`config.mk`:
```
export PLATFORM = sky130hd
export DESIGN_NAME = sseg_scan_driver
export DESIGN_NICKNAME = d
export VERILOG_FILES = /design/src/rtl/sseg_pkg.sv /design/src/rtl/sseg_hex_encoder.sv /design/src/rtl/sseg_scan_driver.sv
export SDC_FILE = /design/constraint.sdc
export NUM_CORES = 1
export LEC_CHECK = 0
export BUFFER_PORTS_ARGS = -buffer_cell sky130_fd_sc_hd__buf_2
export CAP_MARGIN = 5
export CORE_MARGIN = 5
export CORE_UTILIZATION = 32
export CTS_CLUSTER_SIZE = 28
export DETAILED_ROUTE_END_ITERATION = 8
export HOLD_SLACK_MARGIN = 0.06
export SYNTH_ARGS = -nofsm -noshare
export SYNTH_HDL_FRONTEND = slang
export SYNTH_SLANG_ARGS = --single-unit
```
`constraint.sdc`:
```
create_clock -name displayCLK -period 3.1 [get_ports displayCLK]
set_clock_uncertainty 0.2 [all_clocks]
set_input_delay 0.155 -clock displayCLK [delete_from_list [all_inputs] [get_ports displayCLK]]
set_output_delay 0.155 -clock displayCLK [all_outputs]
set_load 0.01 [all_outputs]
```
`src/rtl/sseg_pkg.sv`:
```
// Shared constants and helpers for the 7-segment scan driver.
// Segment patterns are active low, ordered {dp,g,f,e,d,c,b,a}.
package sseg_pkg;

    localparam logic [7:0] SEG_BLANK = 8'hFF;

    function automatic logic [7:0] hex_to_seg(input logic [3:0] nib);
        logic [7:0] seg;
        case (nib)
            4'h0: seg = 8'hC0;
            4'h1: seg = 8'hF9;
            4'h2: seg = 8'hA4;
            4'h3: seg = 8'hB0;
            4'h4: seg = 8'h99;
            4'h5: seg = 8'h92;
            4'h6: seg = 8'h82;
            4'h7: seg = 8'hF8;
            4'h8: seg = 8'h80;
            4'h9: seg = 8'h90;
            4'hA: seg = 8'h88;
            4'hB: seg = 8'h83;
            4'hC: seg = 8'hC6;
            4'hD: seg = 8'hA1;
            4'hE: seg = 8'h86;
            default: seg = 8'h8E;
        endcase
        return seg;
    endfunction

    // Minimum of 1 so single-value counters still get a bit.
    function automatic int unsigned sseg_clog2(input int unsigned n);
        int unsigned w;
        w = 1;
        while ((32'd1 << w) < n) begin
            w = w + 1;
        end
        return w;
    endfunction

endpackage

```
`src/rtl/sseg_hex_encoder.sv`:
```
// Combinational nibble + decimal point to active-low segment pattern.
module sseg_hex_encoder
    import sseg_pkg::*;
(
    input  logic [3:0] nib,
    input  logic       dp,
    output logic [7:0] seg
);

    logic [7:0] hex_seg;

    assign hex_seg = hex_to_seg(nib);
    assign seg     = {~dp, hex_seg[6:0]};

endmodule

```
`src/rtl/sseg_scan_driver.sv`:
```
// Time-multiplexed hex driver for a common-anode 7-segment bank with per-scan
// snapshot, leading-zero blanking, decimal points and PWM brightness.
module sseg_scan_driver
    import sseg_pkg::*;
#(
    parameter int unsigned DIGITS      = 4,
    parameter int unsigned REFRESH_DIV = 4,
    parameter int unsigned BRIGHT_W    = 4,
    localparam int unsigned IdxW       = sseg_clog2(DIGITS)
) (
    input  logic                  displayCLK,
    input  logic                  reset,
    input  logic                  display,
    input  logic [4*DIGITS-1:0]   value,
    input  logic [DIGITS-1:0]     dpMask,
    input  logic                  blankLead,
    input  logic [BRIGHT_W-1:0]   brightness,
    output logic [DIGITS-1:0]     A,
    output logic [7:0]            sseg,
    output logic [IdxW-1:0]       digitIdx
);

    localparam int unsigned PresW = sseg_clog2(REFRESH_DIV);
    localparam logic [PresW-1:0] PresTerm = PresW'(REFRESH_DIV - 1);
    localparam logic [IdxW-1:0]  LastIdx  = IdxW'(DIGITS - 1);

    logic [PresW-1:0]    presc_q, presc_d;
    logic [IdxW-1:0]     idx_q, idx_d;
    logic [BRIGHT_W-1:0] pwm_q, pwm_d;
    logic                disp_q;
    logic [4*DIGITS-1:0] snap_val_q, snap_val_d;
    logic [DIGITS-1:0]   snap_dp_q, snap_dp_d;
    logic                snap_bl_q, snap_bl_d;
    logic [DIGITS-1:0]   a_q, a_d;
    logic [7:0]          sseg_q, sseg_d;
    logic [IdxW-1:0]     idx_out_q, idx_out_d;

    logic [DIGITS-1:0]   blank_vec;
    logic [7:0]          enc_seg;
    logic                lit;
    logic                load_snap;

    // Scan position and snapshot capture.
    always_comb begin
        presc_d    = presc_q;
        idx_d      = idx_q;
        snap_val_d = snap_val_q;
        snap_dp_d  = snap_dp_q;
        snap_bl_d  = snap_bl_q;
        pwm_d      = pwm_q + BRIGHT_W'(1);
        load_snap  = display && (!disp_q || (presc_q == PresTerm && idx_q == LastIdx));

        if (!display) begin
            presc_d = '0;
            idx_d   = '0;
        end else if (presc_q == PresTerm) begin
            presc_d = '0;
            idx_d   = (idx_q == LastIdx) ? '0 : idx_q + IdxW'(1);
        end else begin
            presc_d = presc_q + PresW'(1);
        end

        if (load_snap) begin
            snap_val_d = value;
            snap_dp_d  = dpMask;
            snap_bl_d  = blankLead;
        end
    end

    // A digit is blankable when it and every digit to its left are zero with no DP.
    always_comb begin
        logic all_zero;
        all_zero  = 1'b1;
        blank_vec = '0;
        for (int i = DIGITS - 1; i >= 0; i--) begin
            all_zero = all_zero && (snap_val_q[4*i +: 4] == 4'h0) && !snap_dp_q[i];
            blank_vec[i] = all_zero && (i > 0);
        end
    end

    sseg_hex_encoder u_enc (
        .nib (snap_val_q[4*idx_q +: 4]),
        .dp  (snap_dp_q[idx_q]),
        .seg (enc_seg)
    );

    // disp_q gate keeps the first cycle after enable dark so the fresh snapshot is shown.
    assign lit = display && disp_q && ((&brightness) || (pwm_q < brightness));

    always_comb begin
        a_d       = '1;
        sseg_d    = SEG_BLANK;
        idx_out_d = display ? idx_q : '0;
        if (lit && !(snap_bl_q && blank_vec[idx_q])) begin
            a_d    = ~(DIGITS'(1) << idx_q);
            sseg_d = enc_seg;
        end
    end

    always_ff @(posedge displayCLK) begin
        if (reset) begin
            presc_q    <= '0;
            idx_q      <= '0;
            pwm_q      <= '0;
            disp_q     <= 1'b0;
            snap_val_q <= '0;
            snap_dp_q  <= '0;
            snap_bl_q  <= 1'b0;
            a_q        <= '1;
            sseg_q     <= SEG_BLANK;
            idx_out_q  <= '0;
        end else begin
            presc_q    <= presc_d;
            idx_q      <= idx_d;
            pwm_q      <= pwm_d;
            disp_q     <= display;
            snap_val_q <= snap_val_d;
            snap_dp_q  <= snap_dp_d;
            snap_bl_q  <= snap_bl_d;
            a_q        <= a_d;
            sseg_q     <= sseg_d;
            idx_out_q  <= idx_out_d;
        end
    end

    assign A        = a_q;
    assign sseg     = sseg_q;
    assign digitIdx = idx_out_q;

endmodule
```
==> results.ini, run 1 <==
[route]
routed_wire_length_per_instance_um = 11.7
drtIter0Drc = 47
viasPerCell = 4.58
antenna_left = 0
num_vias = 1590
drt-pass1-iter-count = 4
drt-total-wl_mm = 4.07
drcViolationCount = 0

[synth]
avgSynthCellArea_um2 = 9.23
synth.top_cell.area_share_pct = 45.0
synthArstFlopShare_pct = 0
ys_top_cells_by_count = nand2_1 (50), dfxtp_1 (44), a21oi_1 (24)
netlist_area_mm2 = 0.00196
synth.area.top_cells = dfxtp_1 (45%), ha_1 (9.6%), nand2_1 (9.6%)
ys_seq_area_share_pct = 45.0
synth_seq_cells = 44
ys_warn_count = 0
synth_edf_count = 0
yosys_most_used_dff = dfxtp_1
synth_cells = 212
ys_types = 38
yosysTopAreaCell = dfxtp_1
syn_nets = 255
yosysMostFrequentCell = nand2_1

[final_layout]
multi_input_area_um2 = 987
antenna_cells = 0
fin_util_pct = 43.0
finish.net_count = 314
final_layout_size_suffix_gt1_share_pct = 23.9
final_area_mm2 = 0.00254
seqCellArea_um2 = 881
area_growth_syn_to_layout_pct = 30.0
fill_cells = 607

[grt]
antenna_found_initial = 0
grt_pass1_vias = 1553
grt_pass1_wl_mm = 7.04
grt_max_degree = 27
overflow = 0
grt_usage_pct = 11.4

[power]
ir_drop_mv = 0.192
leakage_nw = 1.03
power_mw = 1.20
power_density_mw_per_mm2 = 470

[timing]
report.final.slew_viol_count = 0
timing_worst_slew_pin_value_ps = 676
relSlewSlack_pct = 54.9
finalHoldViolations = 0
period_share_pct = 76.5
layout_min_cycle_time_ps = 2370
setup-tns-final_ps = 0
setup_viol = 0
post-route-worst-setup-slack_ps = 729
rsz0062_at_grt = false
fmax_mhz = 422

[floorplanning]
die_x_um = 88.2
fp.coreArea_mm2 = 0.00592
start_util_pct = 33.1
rows = 28
num_io_pins = 42
die_area_mm2 = 0.00778
die_h_um = 88.2

[worst_setup_path]
crit_chain = mux4_2 > inv_1 > ha_1 > inv_1 > mux2i_1 > a32oi_1 > nand2_1
critPathLaunchType = flip-flop
r2r_cells = 7
reg2reg_to = sseg[1]
path_class = flip-flop to flip-flop
endpoint_kind = flip-flop
startpoint = idx_q[0]
critPathMaxFanout = 11
slowest_stage = mux4_2
critical_path.max_stage_delay_ps = 670
r2r-start = idx_q[0]
rrSetupSlack_ps = 730
cp.arrival_ps = 2340
crit_required_ps = 3070
cp-endpoint = sseg[1]
crit_top_cell = inv_1

[clocking]
cts.clk_slew.worst_paths_ps = 80
clockRootBuffer = clkbuf_8
insertion_delay_ps = 290
numCtsBuffers = 5
cts.repair.resized = 0
cts_max_path_buffers = 2
cts_tree = built
cts_max_level = 2
cts_sinks = 44

[place]
detailedPlace.worstSlack_ps = 741
placed_area_mm2 = 0.00221
numPortBuffers = 41
dp_hpwl_mm = 3.04
gp_congestion = 0.749

[job]
drv_cap = 0

[outcome]
status = completed

[min_path]
min_path_type = input pin to flip-flop

layout by cell type (no fill, tap or decap), types with 2 or more instances in the layout:
cell           instances
mux2_1                 2
nor3_1                 2
buf_2                 41
a21oi_1               24
inv_1                  8
clkinv_1               2
nor2_1                11
mux4_2                 5
o221ai_1               2
clkbuf_8               6
nand2_1               50
dlygate4sd3_1         21
nand2b_1               3
mux2i_1                5
o211ai_2               3
nand2_2                5
dfxtp_1               44
ha_1                  15
per-stage QoR:
stage	instances	hold WS [ps]
floorplan	212	91.0
global placement	318	201
detailed placement	318	205
CTS	347	85.0
global route	347	113
finish	347	74.2
routing by layer:
metal  part of all wire, %  GRT usage, %  vias to the layer above  routed length, um
met1                    49          15.3                      715               1990
met3                   7.1          4.05                        4                288
met4                  0.76          2.47                        0                 31
met2                    43          17.7                       38               1750
li1                      -             -                      833                  -
met5                     0             0                        -                  0
final cells by class:
cell class	instances	share of cell area [%]
clock inverters	2	1.52
inverters	10	1.48
repair buffers	63	16.6
clock buffers	6	3.25
well taps	75	3.69
multi-input cells	147	38.8
flip-flops and latches	44	34.6
how the worst min path moves through the flow:
stage          startpoint        endpoint  cells past startpoint
2_1_floorplan   dpMask[0]    snap_dp_q[0]                      2
3_3_place_gp     value[0]   snap_val_q[0]                      3
3_5_place_dp    value[13]  snap_val_q[13]                      3
4_1_cts           display          disp_q                      3
5_1_grt             reset        pwm_q[2]                      2
6_report          display          disp_q                      3
report_power, final:
part           switching, mW  internal (mW)  total (mW)
clock network          0.191          0.263       0.454
logic                 0.0697         0.0698       0.140
registers             0.0148          0.588       0.603
worst max-delay path, delay by kind of cell, from the launching register on:
family	cells	cell delay (ps)
DFF	1	650
AOI/OAI and AO/OA	1	150
buffers and inverters	2	220
and+or+nand+nor	1	70
adders and majority gates	1	240
muxes	2	740
timing repair:
item,in CTS,in global routing
buffers inserted,0,0
hold buffers,21,0
hold endpoints to repair,21,0
state kept, by name, indices dropped and copies added (netlist names):
name / count
A: 4
digitIdx: 2
disp_q: 1
idx_q: 2
presc_q: 2
pwm_q: 4
snap_bl_q: 1
snap_dp_q: 4
snap_val_q: 16
sseg: 8
cell families after synthesis:
| group | after synthesis | synth area share [%] |
|---|---|---|
| and+or+nand+nor | 80 | 17.8 |
| DFF | 44 | 45.0 |
| AOI/OAI and AO/OA | 38 | 12.7 |
| buffers and inverters | 21 | 4.54 |
| adders and majority gates | 15 | 9.59 |
| muxes | 12 | 9.46 |
| xor gates and xnor gates | 2 | 0.895 |
No activity file was read; power rests on OpenSTA's default activity.
==> inputs of run 2 (changes only) <==
clock period = 2.4 ns   (was 3.1 ns; I/O delays follow)
==> run 2 against run 1 <==
Hold slack better by 160 ps; via count increased by 1.4%; clock power increased by 22%; combinational power is 33% higher; first-iteration DRC count up 26%; fmax rose by 12%.
==> results.ini, run 2 (synthesis results as in run 1) <==
[outcome]
status = completed  ; unchanged

[grt]
overflow = 0  ; unchanged
antenna_found_initial = 0  ; unchanged
grt_pass1_wl_mm = 7.07  ; was 7.04 mm
grt_pass1_vias = 1551  ; was 1,553
grt_usage_pct = 11.3  ; was 11.4%
grt_max_degree = 27  ; unchanged

[final_layout]
final_layout_size_suffix_gt1_share_pct = 24.8  ; was 23.9%
final_cells = 353  ; was 347
area_growth_syn_to_layout_pct = 31.9  ; was 30.0%
final_common_cell = nand2_1  ; unchanged
regMostFlops = snap_val_q  ; unchanged
antenna_cells = 0  ; unchanged
finish.net_count = 320  ; was 314
mostFrequentLayoutCells = nand2_1 (50), dfxtp_1 (43), buf_2 (41), a21oi_1 (24), dlygate4sd3_1 (23)  ; was nand2_1 (50), dfxtp_1 (44), buf_2 (41), a21oi_1 (24), dlygate4sd3_1 (21)
largest_register_ffs = 16  ; unchanged

[worst_setup_path]
cp.arrival_ps = 2130  ; was 2340 ps
r2r_cells = 5  ; was 7
reg2reg_to = sseg[2]  ; was sseg[1]
r2r-start = snap_val_q[4]  ; was idx_q[0]
critPathMaxFanout = 12  ; was 11
endpoint_kind = flip-flop  ; unchanged
path_class = flip-flop to flip-flop  ; unchanged
rrSetupSlack_ps = 290  ; was 730 ps
startpoint = snap_val_q[4]  ; was idx_q[0]
crit_required_ps = 2410  ; was 3070 ps
critPathLaunchType = flip-flop  ; unchanged

[place]
gp_congestion = 0.775  ; was 0.749
dp_hpwl_mm = 3.14  ; was 3.04 mm
dp.cells = 322  ; was 318
numPortBuffers = 41  ; unchanged

[timing]
finalHoldViolations = 0  ; unchanged
period_share_pct = 88.1  ; was 76.5%
fmax_mhz = 473  ; was 422 MHz
relSlewSlack_pct = 69.2  ; was 54.9%
layout_min_cycle_time_ps = 2110  ; was 2370 ps
setup_viol = 0  ; unchanged
report.final.slew_viol_count = 0  ; unchanged
rsz0062_at_grt = false  ; unchanged
setup-tns-final_ps = 0  ; unchanged
timing_worst_slew_pin_value_ps = 462  ; was 676 ps

[clocking]
cts_sinks = 44  ; unchanged
numCtsBuffers = 5  ; unchanged
cts_tree = built  ; unchanged
postCtsSetupRepairBufs = 0  ; unchanged
clockRootBuffer = clkbuf_8  ; unchanged
cts_max_path_buffers = 2  ; unchanged
cts.clk_slew.worst_paths_ps = 80  ; about the same
cts_max_level = 2  ; unchanged
insertion_delay_ps = 290  ; about the same

[floorplanning]
die_x_um = 88.2  ; unchanged
die_area_mm2 = 0.00778  ; unchanged
num_io_pins = 42  ; unchanged
start_util_pct = 33.1  ; unchanged
fp.coreArea_mm2 = 0.00592  ; unchanged
die_h_um = 88.2  ; unchanged
rows = 28  ; unchanged

[min_path]
hold_depth = 1  ; was 3
min_path_type = flip-flop to flip-flop  ; was input pin to flip-flop
worst_hold_path.endpoint = presc_q[0]  ; was disp_q
hp-start = presc_q[0]  ; was display

[route]
drt-total-wl_mm = 4.17  ; was 4.07 mm
viasPerCell = 4.57  ; was 4.58
drt-pass1-iter-count = 4  ; unchanged
antenna_left = 0  ; unchanged
num_vias = 1612  ; was 1,590
routed_wire_length_per_instance_um = 11.8  ; was 11.7 um
drtIter0Drc = 59  ; was 47
drcViolationCount = 0  ; unchanged

[job]
drv_cap = 0  ; unchanged

[power]
power_density_mw_per_mm2 = 588  ; was 470 mW/mm^2
power_mw = 1.52  ; was 1.20 mW
leakage_nw = 1.05  ; was 1.03 nW
ir_drop_mv = 0.211  ; was 0.192 mV

run 2: worst max-delay path: stages, from the launching register on:
cell      delay, ps
dfxtp_1         330
or4_1           520
or3_1           320
o22a_1          180
o2111a_2        370
o221ai_1        120
run 2: worst max-delay path by stage:
stage	to	cells past startpoint	slack, ps
3_3_place_gp	sseg[5]	5	230
5_1_grt	sseg[1]	7	130
4_1_cts	sseg[1]	7	160
6_report	sseg[2]	5	290
3_5_place_dp	sseg[1]	7	170
2_1_floorplan	sseg[5]	6	250
run 2: area by class of cell:
type / instances / area [um^2]
flip-flops and latches: 44 / 882
fillers: 592 / 3340
clock inverters: 2 / 35.0
well taps: 75 / 93.8
clock buffers: 6 / 72.6
repair buffers: 69 / 473
inverters: 10 / 37.5
multi-input cells: 147 / 987
run 2: repair_timing:
action / 4_1_cts / 5_1_grt
gates resized for setup: 0 / 1
endpoints found under the hold margin: 29 / 0
endpoints found under the setup margin: 0 / 1
hold buffers: 23 / 0
run 2: per-stage QoR:
stage                     instance area [um^2]  setup slack [ps]  hold slack, ps  utilization [%]
after floorplan                           1960               255            56.0                -
after global placement                    2240               228             168             37.9
after detailed placement                  2240               167             169             37.9
after CTS                                 2580               160             237             43.6
after global routing                      2580               128             257             43.6
final                                     2580               285             232             43.6
run 2: per-layer routing:
layer,GRT usage [%],routed length (um),part of all wire (%)
met4,2.06,10,0.24
met2,17.5,1860,45
met1,15.8,1980,48
met3,3.48,312,7.5
met5,0,0,0
run 2: where the power goes:
group | leakage [nW] | internal [mW] | switching, mW
sequential | 0.360 | 0.760 | 0.0192
combinational | 0.636 | 0.0951 | 0.0912
clock | 0.0552 | 0.309 | 0.243
